===== src/rtl/wb_port_arbiter.sv =====
// wb_port_arbiter
// Shares the single register-file write port between the in-order pipeline
// writeback and a long-latency unit. Pipeline writes always win the port.
// Long-latency results queue in a small circular FIFO and use idle cycles.
// A head that has waited too long forces a one-cycle pipeline bubble.

module wb_port_arbiter #(
    parameter int DEPTH    = 2,
    parameter int MAX_WAIT = 4
) (
    input  logic        clk,
    input  logic        rst,
    input  logic        i_wb_valid,
    input  logic [4:0]  i_wb_rd,
    input  logic [31:0] i_wb_data,
    input  logic        i_lu_valid,
    input  logic [4:0]  i_lu_rd,
    input  logic [31:0] i_lu_data,
    output logic        o_lu_ready,
    output logic        o_rf_wr,
    output logic [4:0]  o_rf_rd,
    output logic [31:0] o_rf_data,
    output logic        o_stall,
    output logic [31:0] o_pending_mask,
    output logic        o_proto_err
);

    localparam int PTR_W = $clog2(DEPTH);
    localparam int CNT_W = PTR_W + 1;
    localparam int AGE_W = $clog2(MAX_WAIT) + 1;
    localparam logic [CNT_W-1:0] FULL_CNT = CNT_W'(DEPTH);
    localparam logic [AGE_W-1:0] AGE_MAX  = AGE_W'(MAX_WAIT);
    localparam logic [AGE_W-1:0] AGE_TRIP = AGE_W'(MAX_WAIT - 1);

    typedef enum logic {
        NORMAL = 1'b0,
        FORCE  = 1'b1
    } state_t;

    logic [4:0]       entryRd_q   [DEPTH];
    logic [31:0]      entryData_q [DEPTH];
    logic [PTR_W-1:0] wrPtr_q, wrPtr_d;
    logic [PTR_W-1:0] rdPtr_q, rdPtr_d;
    logic [CNT_W-1:0] count_q, count_d;
    logic [AGE_W-1:0] age_q, age_d;
    state_t           state_q;
    logic             rfWr_q, rfWr_d;
    logic [4:0]       rfRd_q, rfRd_d;
    logic [31:0]      rfData_q, rfData_d;
    logic             protoErr_q;

    logic             fifoEmpty;
    logic             push;
    logic             pop;
    logic             protoViolation;
    logic             forceTrip;
    logic [PTR_W-1:0] maskIdx;
    logic [31:0]      pendingMask;

    assign fifoEmpty      = (count_q == '0);
    assign o_lu_ready     = (count_q != FULL_CNT);
    assign push           = i_lu_valid & o_lu_ready;
    assign pop            = ~i_wb_valid & ~fifoEmpty;
    assign protoViolation = i_wb_valid & (state_q == FORCE);
    assign forceTrip      = (state_q == NORMAL) & ~fifoEmpty & ~pop & (age_q == AGE_TRIP);

    // Next-state for FIFO pointers, occupancy and the head's wait age.
    always_comb begin
        wrPtr_d = push ? wrPtr_q + PTR_W'(1) : wrPtr_q;
        rdPtr_d = pop  ? rdPtr_q + PTR_W'(1) : rdPtr_q;
        count_d = count_q + CNT_W'(push) - CNT_W'(pop);
        age_d   = age_q;
        if (fifoEmpty || pop || protoViolation) begin
            age_d = '0;
        end else if (age_q != AGE_MAX) begin
            age_d = age_q + AGE_W'(1);
        end
    end

    // Grant selection: pipeline first, otherwise the FIFO head; rd=0 never writes.
    always_comb begin
        rfWr_d   = 1'b0;
        rfRd_d   = rfRd_q;
        rfData_d = rfData_q;
        if (i_wb_valid) begin
            rfWr_d   = (i_wb_rd != 5'd0);
            rfRd_d   = i_wb_rd;
            rfData_d = i_wb_data;
        end else if (pop) begin
            rfWr_d   = (entryRd_q[rdPtr_q] != 5'd0);
            rfRd_d   = entryRd_q[rdPtr_q];
            rfData_d = entryData_q[rdPtr_q];
        end
    end

    // Destination-register mask of every queued result, x0 excluded.
    always_comb begin
        pendingMask = '0;
        maskIdx     = '0;
        for (int k = 0; k < DEPTH; k++) begin
            if (CNT_W'(k) < count_q) begin
                maskIdx = rdPtr_q + PTR_W'(k);
                pendingMask[entryRd_q[maskIdx]] = 1'b1;
            end
        end
        pendingMask[0] = 1'b0;
    end

    // FIFO storage; contents are meaningless outside the count window so no reset.
    always_ff @(posedge clk) begin
        if (push) begin
            entryRd_q[wrPtr_q]   <= i_lu_rd;
            entryData_q[wrPtr_q] <= i_lu_data;
        end
    end

    // FIFO control, age counter and write-port output register.
    always_ff @(posedge clk) begin
        if (rst) begin
            wrPtr_q  <= '0;
            rdPtr_q  <= '0;
            count_q  <= '0;
            age_q    <= '0;
            rfWr_q   <= 1'b0;
            rfRd_q   <= 5'd0;
            rfData_q <= 32'd0;
        end else begin
            wrPtr_q  <= wrPtr_d;
            rdPtr_q  <= rdPtr_d;
            count_q  <= count_d;
            age_q    <= age_d;
            rfWr_q   <= rfWr_d;
            rfRd_q   <= rfRd_d;
            rfData_q <= rfData_d;
        end
    end

    // Starvation FSM: one FORCE cycle stalls the pipeline, then always back to NORMAL.
    always_ff @(posedge clk) begin
        if (rst) begin
            state_q    <= NORMAL;
            protoErr_q <= 1'b0;
        end else begin
            if (protoViolation) begin
                protoErr_q <= 1'b1;
            end
            case (state_q)
                NORMAL:  state_q <= forceTrip ? FORCE : NORMAL;
                FORCE:   state_q <= NORMAL;
                default: state_q <= NORMAL;
            endcase
        end
    end

    assign o_rf_wr        = rfWr_q;
    assign o_rf_rd        = rfRd_q;
    assign o_rf_data      = rfData_q;
    assign o_stall        = (state_q == FORCE);
    assign o_pending_mask = pendingMask;
    assign o_proto_err    = protoErr_q;

endmodule

===== config.mk =====
export PLATFORM = sky130hd
export DESIGN_NAME = wb_port_arbiter
export DESIGN_NICKNAME = d
export VERILOG_FILES = /design/src/rtl/wb_port_arbiter.sv
export SDC_FILE = /design/constraint.sdc
export NUM_CORES = 1
export LEC_CHECK = 0
export ABC_AREA = 1
export BUFFER_PORTS_ARGS = -buffer_cell sky130_fd_sc_hd__buf_2
export CAP_MARGIN = 20
export CORE_MARGIN = 2
export CORE_UTILIZATION = 47
export DETAILED_ROUTE_END_ITERATION = 10
export PLACE_DENSITY = 0.8
export SLEW_MARGIN = 20
export SYNTH_ARGS = -nofsm -noshare
export SYNTH_HDL_FRONTEND = slang
export SYNTH_SLANG_ARGS = --single-unit
export TNS_END_PERCENT = 100

===== constraint.sdc =====
create_clock -name clk -period 3.16 [get_ports clk]
set_clock_uncertainty 0.2 [all_clocks]
set_input_delay 0.948 -clock clk [delete_from_list [all_inputs] [get_ports clk]]
set_output_delay 0.948 -clock clk [all_outputs]
set_load 0.01 [all_outputs]

* Word level (Yosys, flattened, before mapping) *
Memory sizes are Yosys's and may differ from the RTL's. A register that Yosys moved wholly into a read port is not among the register bits.
Index checks and enable logic that the tools add are counted.
Widths: inputs -> output; s select.

word-level totals
  bits in writable memories = 74
  output and inout bits = 73
  flip-flop bits (word level) = 47
  memories kept = 2

memory list
  name         depth  width  read ports  clocked after memory_dff  write ports  line  RTL
  entryData_q  2      32     1           1                         1            41    logic [31:0] entryData_q [DEPTH];
  entryRd_q    2      5      2           1                         1            40    logic [4:0] entryRd_q [DEPTH];

cells by class
  bitwise operators = 11
  multiplexer cells = 20
  magnitude comparators = 6
  eq/ne operators = 3
  reductions and logical operators = 9
  $add $sub $neg = 5

operators by type and width
  kind                 count
  $mux 32              4
  $or 32x32->32        1
  $lt 5x6->1 const B   2
  $mux 1               11
  $demux 1 s5          2
  $ge 5x1->1 const B   2
  $mux 5               2
  $reduce_bool 5->1    2
  $and 1x1->1          6
  $lt 1x2->1 const A   2
  $not 1->1            4
  $add 3x1->3 const B  1
  $eq 3x2->1 const B   1
  $ne 3x3->1 const B   1
  $add 1x1->1 const B  2
  $add 2x1->2          1
  $logic_and 1x1->1    2
  $logic_not 2->1      1
  $logic_or 1x1->1     2
  $ne 2x2->1 const B   1
  $pmux 1 s2           1
  $reduce_bool 2->1    1
  $reduce_or 2->1      1
  $sub 2x1->2          1

* Longest topological paths before layout *
  word-level depth = 8
  gate-level depth with buffers = 9
  depth with buffers taken out = 9

* Least setup slack after synthesis *
No wires, ideal clock.

  path kind = input-to-reg
  start point = input port i_lu_valid
  end point = memory entryData_q[1][0] (enable)
  path slack = -0.099 ns
  library setup time = 0.433 ns
  data arrival time = 2.626 ns
  stages = 2
  buffers on the path = 0
  path through = nand2_1 -> nor2_1

on the way
  longest elaborated chain between the ends = 3

RTL lines
  what                          line  RTL
  start: declaration            16    input logic i_lu_valid,
  $and 1x1->1                   62    assign push = i_lu_valid & o_lu_ready;
  $mux 1                        111   if (push) begin
  $mux 1 (not written as such)  113   entryData_q[wrPtr_q] <= i_lu_data;
  end: declaration              41

Every way passes these cells.

==> results.md <==
- Status: completed
- Clk slew on worst S/H paths: 0.05 ns
- Die Height: 111.5 um
- RSZ-0062 raised after global routing: false
- ANT cells: 0
- PwrDens: 792.4 nW/um^2
- Top cells by area, synth: edfxtp_1 (41%), dfxtp_1 (18%), nand2_1 (16%), a21oi_1 (3.5%), o21ai_0 (2.6%)
- Largest net degree at the start of global routing: 39
- Warnings from Yosys: 0
- LEAKAGE: 3.207 nW
- Share of async-settable or async-resettable flops after synthesis: 0%
- Dpl cells: 881
- GRT overflow: 0
- Top cells by count, synth: nand2_1 (236), edfxtp_1 (74), dfxtp_1 (48), a21oi_1 (38), inv_1 (30)
- Post-route DRC violation count: 0
- Avg Cell Area, Syn: 9.007 um^2
- Critical R2R Launch: count_q[0]$_SDFF_PP0_
- Crit. End Element: output port
- Final Hold Viols: 0
- CTS max path bufs: 2
- Placed cell area: 6330 um^2
- Slowest CP cell: dfxtp_4
- I/O Buffers: 149
- Worst Path Arrival: 1.85 ns
- Final instance area: 7008 um^2
- Fraction of layout instances using a drive strength above 1: 32.73%
- Clk_lat worst skew: 0.41 ns
- Synthesized instance count: 603
- Combinational share of power: 28.1%
- Relative slew margins: 58.00%
- Worst slew pin tran: 0.6291 ns
- WS Path Type: register to output port
- Layout area overhead: 29.03%
- WHS Endpoint: o_proto_err$_SDFFE_PP0P_
- Top cell type by total area after synthesis: edfxtp_1
- Yosys top cell area share: 40.91%
- Antenna-violating nets left: 0
- Sequential cell area fraction in the yosys report: 58.60%
- Final setup violation count: 0
- Most numerous cell in the Yosys netlist: nand2_1
- Final Wtd Congestion: 0.8869
- CTS tree: yes
- Fin Setup TNS: 0 ns
- Num CTS Buffers: 17
- 1st-iter DRT viols: 457
- Number of synthesized flops with an enable pin: 74
- CTS sink count: 122
- Syn Nets: 686
- Avg Vias per Cell: 5.214
- Hold_sp: o_proto_err$_SDFFE_PP0P_
- DRT Pass-1 Iters: 6
- Reg2reg path depth: 9
- Hold Crit Class: register to register
- Crit path max fanout: 12
- Final HPWL DP: 10020 um
- Max VDD drop: 0.4997 mV
- Ports: 151
- Root buf cell: clkbuf_16
- Clock power share: 33.4%
- Row Count: 39
- Detailed Route WL: 14240 um
- Register bit count reported by yosys: 122
- Vias in the first global route: 4801
- First-pass GRT wire length: 22810 um
- Startpoint Class: register
- Fmax: 333.6 MHz
- Part of the power in registers: 38.5%
- Critical Path Max Stage Delay: 0.42 ns
- Cell internal pwr: 0.003730 W
- Global Route Usage Sum: 23.23%
- Final hold slack: 0.2599 ns
- H-tree depth: 4
- Post-Layout Cell Count: 916
- Sw Ratio: 32.84%
- Yosys cell types: 34
- Critical Path RT: 2.01 ns
- Cells along the critical path: buf_6, nand2_2, nand2_4, nand2_2, nor2_4, nand2_1, nand2_1, buf_2
- Initial antenna violation count: 0
- Fin. max-slew vios: 0
- Synth Cell Area: 5431 um^2
- Max-cap viol count: 0
- Routed length per instance: 15.54 um
- Die Wd: 111.5 um
- Worst R2R Setup Slack: 1.22 ns
- Initial Utilization: 47.77%
- Worst hold path depth: 2
- Final min period: 2.998 ns
- R2r endpoint: count_q[1]$_SDFF_PP0_
- Die area: 12430 um^2
- Core area: 11370 um^2
- Fin crit share: 94.87%
- Post-synth top flop: edfxtp_1
- # nets final: 843
- Detailed-route via count: 4776
- Sw power: 0.001824 W
==> critical path, delay by kind of cell (launching register included) <==
kind | cells | cell delay [ns]
flip-flops | 1 | 0.42
buffers and inverters | 2 | 0.32
AND/OR/NAND/NOR | 6 | 0.70
==> cell usage in the layout (no fill, tap or decap), types with 2 or more instances in the layout <==
cell type	n
nor3_1	2
o211ai_1	15
buf_2	149
a21oi_1	38
mux2i_1	3
inv_2	5
clkbuf_16	19
nand2_1	236
nand2_2	5
buf_4	13
a31oi_1	11
nor2_1	13
ha_1	5
clkbuf_1	2
inv_1	30
edfxtp_1	74
clkbuf_8	6
nor2_2	17
or2_2	15
nand3_1	10
nor3_4	2
o21ai_2	2
dfxtp_4	2
nor2_4	6
dfxtp_1	46
nand2_4	3
o21ai_0	28
clkinv_2	4
==> cells by family after synthesis <==
group                      Yosys count  share of synthesized area (%)
DFF                                122                          58.60
adders and majority gates            5                          1.152
and+or+nand+nor                    310                          24.19
muxes                                3                         0.5529
other                                1                        0.06904
xor gates and xnor gates             2                         0.3226
AOI/OAI and AO/OA                   97                          10.07
buffers and inverters               63                          5.045
==> registers in the layout, summed over array words and instances, names as in the netlist, named ones only <==
register and flops:
o_proto_err 1, rdPtr_q 1, count_q 2, entryRd_q 10, o_rf_rd 5, o_rf_data 32, wrPtr_q 1, o_rf_wr 1
o_stall 1, age_q 3, entryData_q 64
==> power groups by stage <==
stage	registers, W	clock network [W]	logic [W]
final	0.00214	0.00186	0.00156
after global routing	0.00217	0.00195	0.00172
after CTS	0.00214	0.00188	0.00150
after detailed placement	0.00216	0	0.00148
after global placement	0.00214	0	0.00144
after floorplan	0.00217	0	0.000963
==> cell type report <==
class	count	area (um^2)
clock inverters	5	28.78
well taps	143	178.9
multi-input cells	418	2038
clock buffers	27	565.5
repair buffers	164	859.6
fillers	953	4362
flip-flops and latches	122	3191
inverters	37	146.4
==> stage by stage <==
| stage | power [W] | setup WS [ns] | utilization [%] |
|---|---|---|---|
| 2_1_floorplan | 0.003137 | 0.5107 | - |
| 3_3_place_gp | 0.003582 | 0.4216 | 55.67 |
| 3_5_place_dp | 0.003646 | 0.3757 | 55.67 |
| 4_1_cts | 0.005518 | 0.08934 | 61.00 |
| 5_1_grt | 0.005834 | 0.01925 | 61.64 |
| 6_report | 0.005553 | 0.1620 | 61.64 |
==> worst max-delay path by stage <==
stage,end,cells past startpoint
3_5_place_dp,o_pending_mask[18],7
4_1_cts,o_pending_mask[31],8
5_1_grt,o_pending_mask[11],8
2_1_floorplan,entryData_q[1][0]$_DFFE_PP_,2
6_report,o_pending_mask[31],8
3_3_place_gp,o_pending_mask[6],7
==> metal layers <==
metal,global-route usage (%),wire length (um),up-vias
met4,9.218,315,0
met2,42.15,7393,206
met5,0,0,-
li1,-,-,2305
met3,5.389,867,30
met1,26.51,5661,2235
==> what timing repair did <==
action,CTS,global route
resized for setup,4,16
pin swaps,0,2
buffers inserted,0,3
cloned,0,0
hold buffers,0,0
endpoints found under the setup margin,24,31
Power figures use the tool's default switching activity.
